<file path="src/rtl/item_pkg.sv">
// Shared types and helpers for the item sequencer.
//   item_t       : 3-bit item codes understood by the HEX word decoder
//   seq_state_t  : sequencer FSM states
//   is_valid_item: true for the six codes the decoder can display
//   next_item    : auto/manual advance order, wrapping APPLE back to PEN
package item_pkg;

    typedef enum logic [2:0] {
        PEN     = 3'b000,
        GLASSES = 3'b001,
        BOTTLE  = 3'b011,
        CUP     = 3'b100,
        SPOON   = 3'b101,
        APPLE   = 3'b110
    } item_t;

    typedef enum logic {
        SHOW,
        BLANK
    } seq_state_t;

    function automatic logic is_valid_item(input item_t item);
        logic valid;
        case (item)
            PEN, GLASSES, BOTTLE, CUP, SPOON, APPLE: valid = 1'b1;
            default:                                 valid = 1'b0;
        endcase
        return valid;
    endfunction

    // Undefined codes fall back to PEN so the decoder is always driven legally.
    function automatic item_t next_item(input item_t item);
        item_t nxt;
        case (item)
            PEN:     nxt = GLASSES;
            GLASSES: nxt = BOTTLE;
            BOTTLE:  nxt = CUP;
            CUP:     nxt = SPOON;
            SPOON:   nxt = APPLE;
            default: nxt = PEN;
        endcase
        return nxt;
    endfunction

endpackage

</file>
<file path="src/rtl/edge_detect.sv">
// Rising-edge detector with a registered history bit.
//   clk_i   : system clock
//   reset_i : asynchronous active-high reset, clears history
//   sig_i   : synchronized level input
//   rise_o  : high in the cycle where sig_i is 1 and was 0 on the previous cycle
module edge_detect (
    input  logic clk_i,
    input  logic reset_i,
    input  logic sig_i,
    output logic rise_o
);

    logic prev_q;

    always_ff @(posedge clk_i or posedge reset_i) begin
        if (reset_i) begin
            prev_q <= 1'b0;
        end else begin
            prev_q <= sig_i;
        end
    end

    assign rise_o = sig_i & ~prev_q;

endmodule

</file>
<file path="src/rtl/item_sequencer.sv">
// Item code sequencer for the six-word HEX decoder.
//   clk_i       : system clock
//   reset_i     : asynchronous active-high reset
//   tick_i      : one-cycle timebase enable
//   auto_en_i   : 1 = advance automatically when the dwell expires
//   step_i      : key level, acted on at its rising edge
//   sel_valid_i : direct-select strobe
//   sel_code_i  : requested item code, sampled with sel_valid_i
//   bcd_o       : current item code (never 3'b010 or 3'b111)
//   blank_o     : 1 while the display is in its blank gap
//   wrap_o      : one-cycle pulse when the sequence wraps APPLE -> PEN
//   err_o       : one-cycle pulse on a direct select of an undefined code
module item_sequencer
    import item_pkg::*;
#(
    parameter int unsigned DWELL_TICKS = 8,
    parameter int unsigned BLANK_TICKS = 2,
    parameter int unsigned CNT_W       = 8
) (
    input  logic       clk_i,
    input  logic       reset_i,
    input  logic       tick_i,
    input  logic       auto_en_i,
    input  logic       step_i,
    input  logic       sel_valid_i,
    input  logic [2:0] sel_code_i,
    output logic [2:0] bcd_o,
    output logic       blank_o,
    output logic       wrap_o,
    output logic       err_o
);

    localparam logic [CNT_W-1:0] DwellLast = CNT_W'(DWELL_TICKS - 1);
    localparam logic [CNT_W-1:0] BlankLast = CNT_W'(BLANK_TICKS - 1);
    localparam logic [CNT_W-1:0] CntOne    = CNT_W'(1);

    seq_state_t       state_q, state_d;
    logic [CNT_W-1:0] cnt_q, cnt_d;
    item_t            bcd_q, bcd_d;
    logic             wrap_q, wrap_d;
    logic             err_q, err_d;

    logic  step_rise;
    item_t sel_item;
    logic  sel_ok;

    edge_detect u_step_edge (
        .clk_i   (clk_i),
        .reset_i (reset_i),
        .sig_i   (step_i),
        .rise_o  (step_rise)
    );

    assign sel_item = item_t'(sel_code_i);
    assign sel_ok   = sel_valid_i & is_valid_item(sel_item);

    always_comb begin
        state_d = state_q;
        cnt_d   = cnt_q;
        bcd_d   = bcd_q;
        wrap_d  = 1'b0;
        // An invalid select only flags; the rest of the cycle proceeds normally.
        err_d   = sel_valid_i & ~is_valid_item(sel_item);

        if (sel_ok) begin
            // Valid select overrides everything, including a same-cycle step.
            bcd_d   = sel_item;
            state_d = SHOW;
            cnt_d   = '0;
        end else begin
            case (state_q)
                SHOW: begin
                    if (step_rise) begin
                        state_d = BLANK;
                        cnt_d   = '0;
                    end else if (auto_en_i && tick_i) begin
                        if (cnt_q == DwellLast) begin
                            state_d = BLANK;
                            cnt_d   = '0;
                        end else begin
                            cnt_d = cnt_q + CntOne;
                        end
                    end
                end
                BLANK: begin
                    // Step presses are dropped here; the gap runs out even in manual mode.
                    if (tick_i) begin
                        if (cnt_q == BlankLast) begin
                            state_d = SHOW;
                            cnt_d   = '0;
                            bcd_d   = next_item(bcd_q);
                            wrap_d  = (bcd_q == APPLE);
                        end else begin
                            cnt_d = cnt_q + CntOne;
                        end
                    end
                end
                default: begin
                    state_d = SHOW;
                    cnt_d   = '0;
                end
            endcase
        end
    end

    always_ff @(posedge clk_i or posedge reset_i) begin
        if (reset_i) begin
            state_q <= SHOW;
            cnt_q   <= '0;
            bcd_q   <= PEN;
            wrap_q  <= 1'b0;
            err_q   <= 1'b0;
        end else begin
            state_q <= state_d;
            cnt_q   <= cnt_d;
            bcd_q   <= bcd_d;
            wrap_q  <= wrap_d;
            err_q   <= err_d;
        end
    end

    assign bcd_o   = bcd_q;
    assign blank_o = (state_q == BLANK);
    assign wrap_o  = wrap_q;
    assign err_o   = err_q;

endmodule

</file>
<file path="config.mk">
export PLATFORM = sky130hd
export DESIGN_NAME = item_sequencer
export DESIGN_NICKNAME = d
export VERILOG_FILES = /design/src/rtl/item_pkg.sv /design/src/rtl/edge_detect.sv /design/src/rtl/item_sequencer.sv
export SDC_FILE = /design/constraint.sdc
export NUM_CORES = 1
export LEC_CHECK = 0
export CAP_MARGIN = 40
export CORE_UTILIZATION = 54
export DETAILED_ROUTE_END_ITERATION = 12
export GPL_TIMING_DRIVEN = 0
export PLACE_DENSITY_LB_ADDON = 0.15
export SLEW_MARGIN = 20
export SYNTH_ARGS = -nofsm -noshare
export SYNTH_HDL_FRONTEND = slang
export SYNTH_SLANG_ARGS = --single-unit
export TNS_END_PERCENT = 30
</file>
<file path="constraint.sdc">
create_clock -name clk_i -period 3 [get_ports clk_i]
set_clock_uncertainty 0.2 [all_clocks]
set_input_delay 0.45 -clock clk_i [delete_from_list [all_inputs] [get_ports clk_i]]
set_output_delay 0.45 -clock clk_i [all_outputs]
set_load 0.05 [all_outputs]
</file>
======== After elaboration in Yosys (flattened, before gate mapping) ========
Index checks and enable logic that the tools add are counted.
word-level totals
  bits in registers ....................... 15
  latch bits .............................. 0
  RAM bits ................................ 0
  ROM bits ................................ 0
  bits of input ports ..................... 9
  output and inout bits ................... 6
  word-level logic and storage cells ...... 60
  memories ................................ 0
cells by class
  add/subtract/negate cells ............... 1
  multipliers ............................. 0
  divide/modulo/power cells ............... 0
  order comparisons ....................... 0
  equality and inequality tests ........... 14
  shifts and indexed selects .............. 0
  multiplexer cells ....................... 24
  bitwise gates (word level) .............. 6
  reductions and logical operators ........ 9
operators with widths
  kind                                                                     number
  8-bit 2-to-1 mux                                                         6
  3-bit == test, second input constant                                     6
  8-bit case mux with 2 select lines                                       1
  3-bit case mux with 5 select lines                                       1
  3-bit 2-to-1 mux                                                         4
  1-bit 2-to-1 mux                                                         11
  8-bit by 1-bit adder with 8-bit output, second input constant            1
  8-bit by 1-bit == test with 1-bit output, second input constant          1
  8-bit by 3-bit == test with 1-bit output, second input constant          1
  3-bit by 1-bit == test with 1-bit output, second input constant          2
  3-bit by 2-bit == test with 1-bit output, second input constant          2
  3-bit logical NOT                                                        2
  2-bit nonzero test                                                       3
  6-bit OR reduction                                                       1
  4-bit inequality test, second input constant                             1
  1-bit AND                                                                3
  3-bit by 2-bit inequality test with 1-bit output, second input constant  1
  1-bit inverter                                                           3
  3-bit AND reduction                                                      1
  1-bit case mux with 2 select lines                                       1
  2-bit AND reduction                                                      1
  1-bit logical AND                                                        1

======== Depth between registers and ports, before layout ========
Gate-level depths: netlist of the first run.
  depth in word-level cells ............... 6
  depth in mapped cells ................... 6
  mapped depth without buffers ............ 6

======== Modules after synthesis ========
Synthesis of the first run repeated with hierarchy kept, for this count alone.
second synthesis, totals
  cell total of the unflattened synthesis .. 99
  area, all modules ....................... 925.9 um^2
by module, submodules not included
  module          instances  cells each  area each (um^2)  seq. area each (um^2)
  item_sequencer  1          96          883.3             350.3
  edge_detect     1          3           42.5              25.0

======== Worst setup path after synthesis of the first run ========
OpenSTA, ideal clock, no wires.
  path kind ............................... register to register
  start ................................... register state_q, in the netlist blank_o
  end ..................................... register cnt_q[3]
  library setup time ...................... 0.104 ns
  data arrival time ....................... 1.721 ns
  required time ........................... 2.696 ns
  path slack .............................. 0.975 ns
  cell stages (with the launch flop) ...... 6
  path buffers ............................ 1
  clock period less this slack ............ 2.025 ns
  path through ............................ dfrtp_1 clkbuf_1 inv_1 a221oi_2 nand3_1 o311ai_1
on the way
  word-level cells in the longest chain between the ends .. 3
  elaborated cells on any way between the ends .. 6
  classes of those cells .................. 2 x eq/ne; 2 x mux; 1 x bitwise; 1 x reduce/logical
ends and longest elaborated chain
  what                                                                                          RTL line               source
  start, declared                                                                               item_sequencer.sv:37   seq_state_t state_q, state_d;
  start signal, assigned                                                                        item_sequencer.sv:114  state_q <= state_d;
  1-bit inverter                                                                                --
  4-bit inequality test (no line) / 8-bit case mux with 2 select lines (equally long branches)  --
  2-bit AND reduction (no line) / 8-bit 2-to-1 mux (equally long branches)                      --
  end signal, assigned                                                                          item_sequencer.sv:115  cnt_q <= cnt_d;
  end, declared                                                                                 item_sequencer.sv:38   logic [CNT_W-1:0] cnt_q, cnt_d;
Several ways; a longest one is shown, not always the timed one.
A chain may end at the register's enable or synchronous reset.

======== Final worst setup path of the first run ========
  start ................................... register bcd_q[0], in the netlist bcd_o[0]
  end ..................................... output port bcd_o[0]
RTL lines
  what                    RTL line               source
  start, declared         item_sequencer.sv:39   item_t bcd_q, bcd_d;
  start signal, assigned  item_sequencer.sv:110  bcd_q <= PEN;
  start signal, assigned  item_sequencer.sv:116  bcd_q <= bcd_d;
  end, declared           item_sequencer.sv:27   output logic [2:0] bcd_o,
No word-level cell between the ends.

==> results of run 1 <==
-- where the power goes --
part | total (mW) | switching (mW) | internal [mW]
Sequential | 0.228 | 0.0138 | 0.214
Clock | 0.114 | 0.0630 | 0.0515
Combinational | 0.123 | 0.0766 | 0.0460
Total | 0.465 | 0.153 | 0.311
-- cell usage after synthesis --
master     n
dfrtp_1   15
nand2_1    8
nand3_1    8
inv_1      5
o21ai_1    4
a21oi_1    3
nand4_1    3
nor2_1     3
nor2b_1    3
o211ai_1   3
and3_1     2
clkbuf_1   2
ha_1       2
mux2i_1    2
nand3b_1   2
o311ai_1   2
o31ai_1    2
or2_2      2
or3_1      2
a211o_1    1
a21boi_0   1
a21boi_1   1
a221oi_2   1
a311o_1    1
a311oi_1   1
a31oi_1    1
buf_4      1
nand2b_1   1
nor3_1     1
nor4_2     1
nor4_4     1
nor4bb_1   1
o21a_1     1
o22ai_1    1
or4_4      1
xnor2_1    1
xor2_1     1
-- layer usage --
metal / part of all wire (%) / GRT usage (%) / routed length [µm]
met5: 0 / 0 / 0
met4: 1.6 / 11.3 / 29
met3: 4.3 / 2.59 / 80
met2: 48 / 37.8 / 893
met1: 46 / 29.8 / 856
-- cell usage in the layout (no fill, tap or decap), drive strengths merged, types with 2 or more instances in the layout --
cell type	synthesis	final
dfrtp	15	15
clkdlybuf4s50	0	14
nand2	8	8
nand3	8	8
clkbuf	2	6
inv	5	5
o21ai	4	4
nor2b	3	3
o211ai	3	3
nand4	3	3
nor2	3	3
a21oi	3	3
nand3b	2	2
o31ai	2	2
or2	2	2
o311ai	2	2
or3	2	2
and3	2	2
mux2i	2	2
ha	2	2
nor4	2	2
a21boi	2	2
-- through the flow --
step                      instances  hold slack, ns
after floorplan                  91           0.151
final                           125           0.309
after global placement          121           0.283
after global routing            125           0.360
after detailed placement        121           0.324
after CTS                       125           0.327
-- registers in the layout, summed over array words and instances (netlist names) --
name and cells:
cnt_q 8, bcd_o 3, blank_o 1, err_o 1
u_step_edge.prev_q 1, wrap_o 1
-- cells by family (layout without fill, tap and decap cells) --
logic type,after synthesis,count (layout)
AND/OR/NAND/NOR,39,39
flip-flops,15,15
XOR/XNOR,2,2
multiplexers,2,2
adder cells (fa/ha/maj),2,2
buffers and inverters,8,26
AO/OA/AOI/OAI,23,23
-- worst paths after layout --
kind | endpoint | slack (ns)
min | err_o | 0.31
max | bcd_o[0] | 0.79
min in group clk_i | cnt_q[7] | 0.33
max reg2reg | cnt_q[5] | 0.93
min reg2reg | cnt_q[7] | 0.33
max in group asynchronous | u_step_edge.prev_q | 1.91
-- area by class of cell --
class	instances	area, µm²	area share (%)
tap	16	20.0	1.88
buffer	3	15.0	1.41
multi-input combinational	68	468	44.0
inverter	5	18.8	1.76
clock buffer	4	26.3	2.47
timing repair buffer	14	140	13.2
sequential	15	375	35.3
==> flow_summary.json, run 1 <==
{
  "path_delay_family": "buffers and inverters",
  "setup_tns_ns": 0,
  "initial_utilization_pct": 58.2,
  "slew_viol_final": 0,
  "ys_seq_elements": 15,
  "dieHeight_um": 42.3,
  "fp-row-count": 14,
  "grt_pass1_vias": 759,
  "syn_inst": 91,
  "crit_start": "bcd_o[0]",
  "dp_slack_ns": 0.526,
  "synth_area_leaders": "dfrtp_1 (43%), nand3_1 (4.6%), nand2_1 (3.4%)",
  "avgSynthCellArea_um2": 9.64,
  "drt-initial-drc-count": 22,
  "post-route-min-period_ns": 2.21,
  "synthesis.area_um2": 877,
  "power.density_nw_per_um2": 437,
  "clk_path_buf_depth": 2,
  "antenna_found_initial": 0,
  "r2r_start": "cnt_q[4]",
  "grt_setup_unrepaired": "no",
  "synth_fa_ha_area_share_pct": 2.85,
  "vias": 776,
  "coreArea_um2": 1510,
  "ff2ff_path_depth": 4,
  "tightest_slew_ns": 0.580,
  "cts-resized-gates": 0,
  "ys_types": 37,
  "fin_total_pwr_mw": 0.465,
  "crit_slowest_cell": "clkdlybuf4s50_1",
  "ir_drop_mv": 0.272,
  "drive_above_1_share_pct": 9.17,
  "clk_pin_slew_ns": 0.10,
  "start_kind": "flip-flop",
  "synth_compound_area_share_pct": 19.1,
  "synth_top_family_by_area": "simple AND/OR/NAND/NOR gates",
  "crit_path_end_kind": "primary output",
  "fin_util_pct": 70.6,
  "grt_first_pass_wirelength_um": 3150,
  "grt_max_degree": 16,
  "slew_headroom_pct": 61.1,
  "cts_tree": "yes",
  "yosys-mux-area-fraction_pct": 2.28,
  "viasPerCell": 6.21,
  "yosysSeqAreaShare_pct": 42.8,
  "io_buffers": 14,
  "finalSetupViolCount": 0,
  "finalWorstSetupSlack_ns": 0.792,
  "remaining_drc_errors": 0,
  "die_w_um": 42.3,
  "synth_top_cell_area_share_pct": 42.8,
  "placed_area_um2": 1040,
  "routed_wirelength_um": 1860,
  "path_cells": "clkdlybuf4s50_1",
  "place.gp.congestion": 0.814,
  "synth_area_leader_cell": "dfrtp_1",
  "htreeDepth": 1,
  "nFillCells": 130,
  "post-route-period-util_pct": 73.6,
  "path_depth": 1,
  "p_leak_nw": 0.411,
  "antenna_cells": 0,
  "clk_latency_ns": 0.28,
  "ios": 15,
  "critPathKind": "flip-flop to primary output",
  "postCtsHoldBufs": 0,
  "overflow": 0,
  "cp.required_ns": 2.35,
  "synthSimpleGateAreaFrac_pct": 27.1,
  "avgRoutedWirePerCell_um": 14.9,
  "max_stage_delay_ns": 0.83,
  "yosys_warnings": 0,
  "cts_setup_buffers": 0,
  "cts_buffers": 3,
  "finalNetCount": 121,
  "critical_path_arrival_ns": 1.56,
  "drtPass1Iterations": 4,
  "hold_class": "input port to asynchronous set/reset pin",
  "outcome": "completed",
  "finalInstanceArea_um2": 1060,
  "crit_buf_inv": 1,
  "finalHoldViolations": 0,
  "synth_xor_area_share_pct": 2.00,
  "synth_fp_nets": 102,
  "cts_sinks": 15,
  "dieArea_um2": 1790,
  "ant_nets": 0,
  "hpwl_um": 1440,
  "areaGrowthSynthToFinish_pct": 21.3,
  "fmax_mhz": 453,
  "grt_usage_pct": 23.0,
  "clockRootBuffer": "clkbuf_4",
  "worstPathMaxFanout": 6,
  "drv_cap": 0
}
Note: power is estimated with default switching activity, not from simulation.
==> run 2, diff against run 1 <==
- CORE_ASPECT_RATIO: default -> 1.4
- CORE_UTILIZATION: 54 -> 46
- clock period: 3 -> 1.8 ns (I/O delays scaled with it)
==> flow_summary.json, run 2 (synthesized netlist as in run 1, its figures left out) <==
{
  "outcome": "finished, violations left",
  "violations": "setup timing",
  "io_buffers": 14,
  "finalSetupViolCount": 11,
  "clk_latency_ns": 0.29,
  "htreeDepth": 1,
  "drive_above_1_share_pct": 14.5,
  "postCtsHoldBufs": 0,
  "antenna_cells": 0,
  "clockRootBuffer": "clkbuf_4",
  "cts_tree": "yes",
  "fmax_mhz": 522,
  "fp-row-count": 18,
  "post-route-period-util_pct": 106,
  "ir_drop_mv": 0.473,
  "remaining_drc_errors": 0,
  "finalInstanceArea_um2": 1110,
  "worstPathMaxFanout": 5,
  "ant_nets": 0,
  "fin_total_pwr_mw": 0.789,
  "post-route-min-period_ns": 1.92,
  "intPower_mw": 0.522,
  "regMostFlops": "cnt_q",
  "final_cell_mix": "dfrtp_1 (13), nand2_1 (8), clkdlybuf4s50_1 (8)",
  "critPathKind": "flip-flop to flip-flop",
  "crit_path_end_kind": "flip-flop",
  "p_sw_mw": 0.266,
  "grt_pass1_vias": 751,
  "largest_reg_flops": 8,
  "drtPass1Iterations": 4,
  "avgRoutedWirePerCell_um": 14.7,
  "setup_tns_ns": -0.804,
  "p_clk_share_pct": 24.8,
  "max_stage_delay_ns": 0.58,
  "path_cells": "or4_4 -> nor4_4 -> mux2i_1 -> a21oi_1",
  "grt_setup_unrepaired": "yes",
  "regArea_um2": 378,
  "dieArea_um2": 2090,
  "finalHoldViolations": 0,
  "routed_wirelength_um": 1920,
  "viasPerCell": 6.07,
  "cts_sinks": 15,
  "fin_util_pct": 62.2,
  "start_kind": "flip-flop",
  "grt_max_degree": 16,
  "overflow": 0,
  "grt_usage_pct": 20.8,
  "areaGrowthSynthToFinish_pct": 26.1,
  "dp_slack_ns": -0.412,
  "grt_first_pass_wirelength_um": 3020,
  "finalWorstSetupSlack_ns": -0.116,
  "crit_slowest_cell": "or4_4",
  "initial_utilization_pct": 49.3,
  "tightest_slew_ns": 0.574,
  "final_common_cell": "dfrtp_1",
  "coreArea_um2": 1780,
  "switching_share_pct": 33.8,
  "antenna_found_initial": 0,
  "drv_cap": 0,
  "finalNetCount": 122,
  "seqPwrFrac_pct": 48.0,
  "vias": 789,
  "power.density_nw_per_um2": 713,
  "p_leak_nw": 0.439,
  "dieHeight_um": 53.7,
  "dp_cells": 125,
  "drt-initial-drc-count": 11,
  "hold_ws_ns": 0.134,
  "hold_class": "input port to asynchronous set/reset pin",
  "critical_path_arrival_ns": 1.87,
  "nFillCells": 165,
  "final_cells": 130,
  "cp.required_ns": 1.76,
  "multi_input_comb_area_um2": 489,
  "slew_headroom_pct": 61.7,
  "cts_buffers": 3,
  "die_w_um": 38.9,
  "hpwl_um": 1410,
  "clk_pin_slew_ns": 0.09,
  "place.gp.congestion": 0.782,
  "slew_viol_final": 0,
  "clk_path_buf_depth": 2,
  "placed_area_um2": 1070,
  "ios": 15,
  "pwr-share-comb_pct": 27.3
}
run 2: changes by cell type in the layout (fill, tap and decap cells not counted), moves of 2 or more:
cell and delta:
buf_4 +2, clkbuf_1 -2, clkdlybuf4s50_1 -6, dfrtp_1 -2, dfrtp_2 +2, dlygate4sd2_1 +6
run 2: final cells by class:
cell class                      count  area share (%)
Buffer                              3            2.60
Inverter                            5            1.70
Sequential cell                    15            34.2
Clock buffer                        4            2.38
Timing Repair Buffer               15            12.7
Tap cell                           20            2.26
Multi-Input combinational cell     68            44.2
run 2: timing repair:
action                                  4_1_cts  5_1_grt
resized for setup                             9        1
cloned                                        0        0
endpoints found under the setup margin       17       13
setup buffers                                 0        1
pin swaps                                     1        0
run 2: worst paths after layout:
| check | cells after the start | start | slack, ns | to |
|---|---|---|---|---|
| max | 4 | cnt_q[6] | -0.12 | bcd_o[0] |
| min in group clk_i | 1 | step_i | 0.25 | u_step_edge.prev_q |
| max in group asynchronous | 2 | reset_i | 0.86 | blank_o |
| min | 2 | reset_i | 0.13 | cnt_q[0] |
| min reg2reg | 1 | cnt_q[7] | 0.30 | cnt_q[7] |
| max reg2reg | 4 | cnt_q[6] | -0.12 | bcd_o[0] |
run 2: per-layer routing:
metal	wire length [µm]	up-vias	global-route usage, %
met4	39	0	10.3
met3	70	5	2.48
li1	-	378	-
met1	822	385	22.5
met2	986	21	38.3
met5	0	-	0
run 2: worst max-delay path: cells and delay by family, from the launching register on:
| family | cells | cell delay [ns] |
|---|---|---|
| AND/OR/NAND/NOR | 2 | 0.86 |
| multiplexers | 1 | 0.22 |
| flip-flops | 1 | 0.43 |
| AO/OA/AOI/OAI | 1 | 0.08 |
run 2: power groups by stage:
stage	Clock [mW]	Sequential, mW	Combinational (mW)
floorplan	0	0.433	0.0927
global placement	0	0.384	0.213
detailed placement	0	0.385	0.218
CTS	0.198	0.378	0.214
global route	0.212	0.381	0.234
finish	0.195	0.378	0.215
